==> src/rtl/sram_oq_write_ctrl.sv <==
// sram_oq_write_ctrl
// Writes the arbiter's word stream into per-queue circular regions of a shared
// SRAM. Admission is decided once per packet at start-of-packet so a queue
// never holds a truncated packet. Tracks head/tail per queue, reports
// empty/full to the read-side scheduler and accepts its pop requests.

module sram_oq_write_ctrl #(
  parameter int TDATA_WIDTH      = 24,
  parameter int DIN_WIDTH        = 8*TDATA_WIDTH+10,
  parameter int NUM_QUEUES       = 5,
  parameter int QUEUE_ID_WIDTH   = 3,
  parameter int QUEUE_ADDR_WIDTH = 12,
  parameter int MAX_PKT_WORDS    = 64
) (
  input  logic                                   memclk,
  input  logic                                   reset,
  input  logic                                   din_valid,
  input  logic [QUEUE_ID_WIDTH-1:0]              queue_id,
  input  logic [DIN_WIDTH-1:0]                   din,
  output logic                                   sram_wr_en,
  output logic [QUEUE_ID_WIDTH+QUEUE_ADDR_WIDTH-1:0] sram_addr,
  output logic [DIN_WIDTH-1:0]                   sram_wdata,
  input  logic                                   rd_en,
  input  logic [QUEUE_ID_WIDTH-1:0]              rd_queue_id,
  output logic [QUEUE_ID_WIDTH+QUEUE_ADDR_WIDTH-1:0] rd_addr,
  output logic [NUM_QUEUES-1:0]                  q_empty,
  output logic [NUM_QUEUES-1:0]                  q_full,
  output logic                                   pkt_drop,
  output logic [QUEUE_ID_WIDTH-1:0]              drop_queue
);

  localparam int PW = QUEUE_ADDR_WIDTH + 1;
  // Largest occupancy that still leaves room for a worst-case packet.
  localparam logic [PW-1:0] ADMIT_MAX = PW'((2**QUEUE_ADDR_WIDTH) - MAX_PKT_WORDS);
  localparam logic [PW-1:0] CAPACITY  = PW'(2**QUEUE_ADDR_WIDTH);
  localparam logic [QUEUE_ID_WIDTH:0] NQ = (QUEUE_ID_WIDTH+1)'(NUM_QUEUES);

  typedef enum logic [1:0] {
    ST_SOP    = 2'd0,
    ST_ACCEPT = 2'd1,
    ST_DROP   = 2'd2
  } pkt_state_t;

  pkt_state_t      state     [NUM_QUEUES];
  pkt_state_t      state_nxt [NUM_QUEUES];
  logic [PW-1:0]   head      [NUM_QUEUES];
  logic [PW-1:0]   tail      [NUM_QUEUES];
  logic [PW-1:0]   head_nxt  [NUM_QUEUES];
  logic [PW-1:0]   tail_nxt  [NUM_QUEUES];

  logic                        wr_valid;
  logic                        wr_accept;
  logic                        wr_reject;
  logic [QUEUE_ADDR_WIDTH-1:0] wr_offset;
  logic [QUEUE_ADDR_WIDTH-1:0] rd_head;

  // Per-queue admission, packet FSM next state and pointer updates.
  // Out-of-range or unknown queue_id leaves wr_valid false, so nothing moves.
  always_comb begin
    wr_valid  = din_valid && ({1'b0, queue_id} < NQ);
    wr_accept = 1'b0;
    wr_reject = 1'b0;
    wr_offset = '0;
    for (int unsigned q = 0; q < NUM_QUEUES; q++) begin
      head_nxt[q]  = head[q];
      tail_nxt[q]  = tail[q];
      state_nxt[q] = state[q];
      if (rd_en && (rd_queue_id == QUEUE_ID_WIDTH'(q)) && (head[q] != tail[q]))
        head_nxt[q] = head[q] + 1'b1;
      if (wr_valid && (queue_id == QUEUE_ID_WIDTH'(q))) begin
        case (state[q])
          ST_SOP: begin
            // Occupancy taken before this cycle's pop: conservative admission.
            if ((tail[q] - head[q]) <= ADMIT_MAX) begin
              wr_accept    = 1'b1;
              state_nxt[q] = din[0] ? ST_SOP : ST_ACCEPT;
            end else begin
              wr_reject    = 1'b1;
              state_nxt[q] = din[0] ? ST_SOP : ST_DROP;
            end
          end
          ST_ACCEPT: begin
            wr_accept = 1'b1;
            if (din[0]) state_nxt[q] = ST_SOP;
          end
          ST_DROP: begin
            if (din[0]) state_nxt[q] = ST_SOP;
          end
          default: state_nxt[q] = ST_SOP;
        endcase
        if (wr_accept) begin
          tail_nxt[q] = tail[q] + 1'b1;
          wr_offset   = tail[q][QUEUE_ADDR_WIDTH-1:0];
        end
      end
    end
  end

  // Read address follows the current head of the selected queue.
  always_comb begin
    rd_head = '0;
    for (int unsigned q = 0; q < NUM_QUEUES; q++) begin
      if (rd_queue_id == QUEUE_ID_WIDTH'(q))
        rd_head = head[q][QUEUE_ADDR_WIDTH-1:0];
    end
    rd_addr = {rd_queue_id, rd_head};
  end

  // State, pointers, status flags and the registered SRAM write port.
  always_ff @(posedge memclk or posedge reset) begin
    if (reset) begin
      for (int unsigned q = 0; q < NUM_QUEUES; q++) begin
        state[q] <= ST_SOP;
        head[q]  <= '0;
        tail[q]  <= '0;
      end
      q_empty    <= '1;
      q_full     <= '0;
      sram_wr_en <= 1'b0;
      sram_addr  <= '0;
      sram_wdata <= '0;
      pkt_drop   <= 1'b0;
      drop_queue <= '0;
    end else begin
      for (int unsigned q = 0; q < NUM_QUEUES; q++) begin
        state[q]   <= state_nxt[q];
        head[q]    <= head_nxt[q];
        tail[q]    <= tail_nxt[q];
        q_empty[q] <= (head_nxt[q] == tail_nxt[q]);
        q_full[q]  <= ((tail_nxt[q] - head_nxt[q]) == CAPACITY);
      end
      sram_wr_en <= wr_accept;
      if (wr_accept) begin
        sram_addr  <= {queue_id, wr_offset};
        sram_wdata <= din;
      end
      pkt_drop <= wr_reject;
      if (wr_reject) drop_queue <= queue_id;
    end
  end

endmodule

==> config.mk <==
export PLATFORM = sky130hd
export DESIGN_NAME = sram_oq_write_ctrl
export DESIGN_NICKNAME = d
export VERILOG_FILES = /design/src/rtl/sram_oq_write_ctrl.sv
export SDC_FILE = /design/constraint.sdc
export NUM_CORES = 1
export LEC_CHECK = 0
export ABC_AREA = 1
export CORE_ASPECT_RATIO = 1.2
export CORE_MARGIN = 2
export CORE_UTILIZATION = 50
export DETAILED_ROUTE_END_ITERATION = 7
export DONT_BUFFER_PORTS = 1
export PLACE_DENSITY = 0.69
export SKIP_LAST_GASP = 1
export SYNTH_ARGS = -nofsm -noshare
export SYNTH_HDL_FRONTEND = slang
export SYNTH_SLANG_ARGS = --single-unit
==> constraint.sdc <==
create_clock -name memclk -period 33.7 [get_ports memclk]
set_input_delay 3.37 -clock memclk [delete_from_list [all_inputs] [get_ports memclk]]
set_output_delay 3.37 -clock memclk [all_outputs]
set_load 0.01 [all_outputs]
; ---- Yosys cells after proc, flatten, opt, wreduce, memory -nomap -nowiden
; Cells that the tools add are included.
; W data, S select, Z words.
[totals]
regBits = 372
input_bits = 212
output_inout_bits = 247
word_cells = 197
[op_classes]
addsub = 20
magnitude_cmp = 6
n_eq_ne = 38
mux = 78
reduce_logical = 33
[ops]
columns = operator, count
row1 = $mux W13, 15
row2 = $mux W12, 15
row3 = $add A13 B1 Y13 const B, 10
row4 = $sub A13 B13 Y13, 10
row5 = $eq A13 B13 Y1, 5
row6 = $eq A13 B13 Y1 const B, 5
row7 = $le A13 B12 Y1 const B, 5
row8 = $ne A13 B13 Y1, 5
row9 = $mux W1, 31
row10 = $pmux W2 S2, 5
row11 = $logic_and A1 B1 Y1, 16
row12 = $mux W2, 7
row13 = $eq A3 B2 Y1 const B, 4
row14 = $eq A2 B1 Y1 const B, 5
row15 = $eq A2 B2 Y1 const B, 5
row16 = $logic_not A2 Y1, 5
row17 = $ne A2 B1 Y1 const B, 5
row18 = $pmux W1 S2, 5
row19 = $reduce_and A2 Y1, 5
row20 = $reduce_or A2 Y1, 5
row21 = $eq A3 B1 Y1 const B, 2
row22 = $eq A3 B3 Y1 const B, 2
row23 = $logic_not A3 Y1, 2
row24 = $lt A3 B3 Y1 const B, 1

; ---- Depth between registers and ports, before layout
[logic_depth]
depth_word = 25
mapped_depth = 42
ltp_nobuf = 42

; ---- Least setup slack after synthesis
; No wires, ideal clock.
[synth_path]
kind = input-to-output
from = input rd_queue_id[2]
to = output rd_addr[10]
arrival_ps = 4174
setup_slack_ps = 26156
cell_stages = 6
n_path_buf = 1
path_cell_list = inv_1 > nand3b_1 > clkbuf_1 > o22ai_1 > a21oi_1 > o211ai_1
[synth_between]
elab_chain_cells = 6
word_cells_on_any_way = 10
[synth_lines]
columns = element, line_no
row1 = start: declaration, 24  ; input logic [QUEUE_ID_WIDTH-1:0] rd_queue_id,
row2 = $logic_not A3 Y1, 103  ; if (rd_queue_id == QUEUE_ID_WIDTH'(q))
row3 = $mux W12 (4 in a row), 103
row4 = $mux W12 (*), 103
row5 = end: declaration, 25  ; output logic [QUEUE_ID_WIDTH+QUEUE_ADDR_WIDTH-1:0] rd_addr,
; Every way passes the cells marked *; elsewhere a longest branch is shown, timed or not.

; ---- Worst setup path after layout
[layout_path]
from = input rd_queue_id[2]
to = output rd_addr[11]
; The elaborated chain is that of the path after synthesis.

==> flow_metrics.env <==
export IMPL_outcome="complete, no violations"
export IMPL_via_per_inst=5.47
export IMPL_synth_top_cell_by_area="dfrtp_1"
export IMPL_power_frac_clock_pct=24.0
export IMPL_ir_drop_v=0.0000496
export IMPL_critPathRequiredTime_ns=30.33
export IMPL_fmax_mhz=126
export IMPL_netlist_area_um2=21900
export IMPL_hold_class="flip-flop to flip-flop"
export IMPL_worst_pin_slew_ns=1.03
export IMPL_synthDominantCellAreaShare_pct=41.9
export IMPL_syn_area_per_cell_um2=7.71
export IMPL_drive_gt1_share_pct=3.81
export IMPL_finalClockSkew_ns=0.0233
export IMPL_grt_first_pass_wirelength_um=104000
export IMPL_relSlewSlack_pct=31.3
export IMPL_cts_buffers=40
export IMPL_utilization_pct=54.5
export IMPL_drv_cap=0
export IMPL_period_needed_ns=7.95
export IMPL_yosysWarnings=0
export IMPL_dp_cells=3346
export IMPL_clock_sinks=372
export IMPL_holdWs_ns=0.491
export IMPL_synth_cells=2842
export IMPL_core_area_um2=43500
export IMPL_rows=84
export IMPL_grt_pass1_vias=18054
export IMPL_routed_wirelength_um=69300
export IMPL_ant_nets=0
export IMPL_cp_end_kind="primary output"
export IMPL_area_delta_synth_final_pct=8.27
export IMPL_nets=3182
export IMPL_hold_violations=0
export IMPL_die_w_um=195
export IMPL_io_buffers=0
export IMPL_root_buffer="clkbuf_16"
export IMPL_p_int_mw=1.15
export IMPL_pin_count=459
export IMPL_cp_start_kind="input port"
export IMPL_grt_max_degree=170
export IMPL_grt_ovfl_total=0
export IMPL_worstSetupPathType="input port to primary output"
export IMPL_synth_top_flop_cell="dfrtp_1"
export IMPL_fin_crit_sh_pct=23.6
export IMPL_p_leak_nw=13.0
export IMPL_synth_nets=3195
export IMPL_num_vias=18732
export IMPL_slew_violations=0
export IMPL_seq_area_frac_synth_pct=42.5
export IMPL_synth_cell_type_count=52
export IMPL_cp_max_fo=12
export IMPL_clk_pin_slew_ns=0.06
export IMPL_stdcell_count=3426
export IMPL_ys_seq_elements=372
export IMPL_cts_tree="done"
export IMPL_drc_errors=0
export IMPL_switching_share_pct=43.3
export IMPL_dr_pass1_iters=6
export IMPL_grt_usage_pct=29.7
export IMPL_initial_core_util_pct=50.4
export IMPL_cts_resized_gates=0
export IMPL_setup_violations=0
export IMPL_grt_setup_unrepaired="false"
export IMPL_synth_area_leaders="dfrtp_1, nand2_1, ha_1"
export IMPL_p_seq_share_pct=41.9
export IMPL_async_flop_share_pct=100
export IMPL_setup_tns_ns=0
export IMPL_synth_edff_count=0
export IMPL_clk_insertion_delay_late_ns=0.58
export IMPL_wire_per_inst_um=20.2
export IMPL_gp_congestion=1.01
export IMPL_die_h_um=233
export IMPL_hpwlAfterDp_um=54600
export IMPL_cts_buffer_depth=3
export IMPL_total_power_mw=2.03
export IMPL_dieArea_um2=45500
export IMPL_p_sw_mw=0.881
export IMPL_p_per_area_nw_per_um2=85.7
export IMPL_drt_iter0_drc=1191
export IMPL_ctsHoldBuffers=0
export IMPL_combPwrFrac_pct=34.1
export IMPL_htreeDepth=2
export IMPL_cts_setup_buffers=0
export IMPL_cp_arrival_ns=4.58
export IMPL_grt_antenna_before_repair=9
## per-stage QoR
step	instance area (um2)	setup slack [ns]
3_3_place_gp	22200	25.83
5_1_grt	23700	25.66
4_1_cts	23700	25.78
6_report	23700	25.75
2_1_floorplan	21900	20.01
3_5_place_dp	22200	25.78
## worst max-delay path, stage by stage
cell and delay [ns]:
inv_1 0.09, nand2_1 0.08, nor2_1 0.57, a21oi_1 0.18, o211ai_1 0.29
## path summary, 6_finish.rpt
check                          startpoint             end  slack, ns  cells past startpoint
setup reg to reg                 head[44]       q_full[4]      28.01                     37
max in group asynchronous           reset        tail[51]      29.29                      2
hold reg to reg                  head[41]        head[41]       0.49                      1
setup / recovery           rd_queue_id[2]     rd_addr[11]      25.75                      5
hold / removal                   head[41]        head[41]       0.49                      1
min in group asynchronous           reset  sram_wdata[53]       2.85                      1
## area by class of cell
class                           count  area (um2)
Sequential cell                   372        9320
Multi-Input combinational cell   2020       10700
Fill cell                        4087       19800
Inverter                          390        1480
Clock inverter                     22         299
Tap cell                          559         699
Timing Repair Buffer                5        50.0
Antenna cell                        6        15.0
Clock buffer                       52        1170
## flip-flops by register name (all words and copies together) (netlist names)
name and count:
sram_wdata 202, tail 65, sram_wr_en 1, q_full 5, q_empty 5, drop_queue 3, state 10, head 65
pkt_drop 1, sram_addr 15
## layer usage
metal,up-vias,global-route usage [%],routed length [um]
met5,-,0,48
met4,8,16.3,4050
met3,177,8.62,5880
met2,703,48.6,32200
met1,8886,35.4,27100
li1,8958,-,-
## power by group through the flow
stage | clock (mW) | combinational [mW] | sequential (mW)
3_3_place_gp | 0 | 0.661 | 0.857
2_1_floorplan | 0 | 0.549 | 0.770
6_report | 0.489 | 0.693 | 0.852
5_1_grt | 0.511 | 0.797 | 0.864
3_5_place_dp | 0 | 0.685 | 0.857
4_1_cts | 0.495 | 0.691 | 0.851
## Yosys cell counts, types with 3 or more instances
| cell | instances |
|---|---|
| buf_6 | 22 |
| clkbuf_1 | 14 |
| a31oi_1 | 3 |
| nand4_1 | 40 |
| inv_1 | 384 |
| xnor2_1 | 31 |
| o21ai_0 | 22 |
| nand2_2 | 5 |
| o22ai_1 | 30 |
| o2111ai_1 | 6 |
| o211ai_1 | 11 |
| dfstp_2 | 5 |
| o21bai_1 | 12 |
| nor4_1 | 15 |
| nand2_1 | 1062 |
| o221ai_1 | 3 |
| nor3_1 | 56 |
| nand3_1 | 133 |
| o21a_1 | 5 |
| o21ai_1 | 5 |
| a21o_1 | 7 |
| nor2_1 | 142 |
| a211oi_1 | 6 |
| inv_2 | 5 |
| buf_4 | 5 |
| ha_1 | 141 |
| dfrtp_1 | 367 |
| nand3b_1 | 10 |
| and3_1 | 3 |
| xor2_1 | 135 |
| or2_2 | 6 |
| a21oi_1 | 107 |
| buf_2 | 19 |
## kinds of logic (layout without fill, tap and decap cells)
| kind of cell | count (synthesis) | after routing | share of synthesized area [%] |
|---|---|---|---|
| and+or+nand+nor | 1485 | 1485 | 27.9 |
| AOI/OAI and AO/OA | 228 | 228 | 6.24 |
| adders and majority gates | 141 | 141 | 8.05 |
| DFF | 372 | 372 | 42.5 |
| xor gates and xnor gates | 166 | 166 | 6.64 |
| other | 0 | 6 | 0 |
| buffers and inverters | 450 | 469 | 8.66 |
## cells in the final DEF (no fill, tap or decap), types with 7 or more instances in the layout
cell type,count
xnor2_1,31
ha_1,141
o211ai_1,11
dfrtp_1,367
clkbuf_8,8
o21ai_0,22
o22ai_1,30
o21bai_1,12
nand3b_1,10
clkbuf_16,42
nand3_1,133
xor2_1,135
a21o_1,7
nand2_1,1062
clkinv_2,7
a21oi_1,107
nor4_1,15
nor3_1,56
nor2_1,142
inv_1,383
nand4_1,40
No activity file was read; power rests on OpenSTA's default activity.
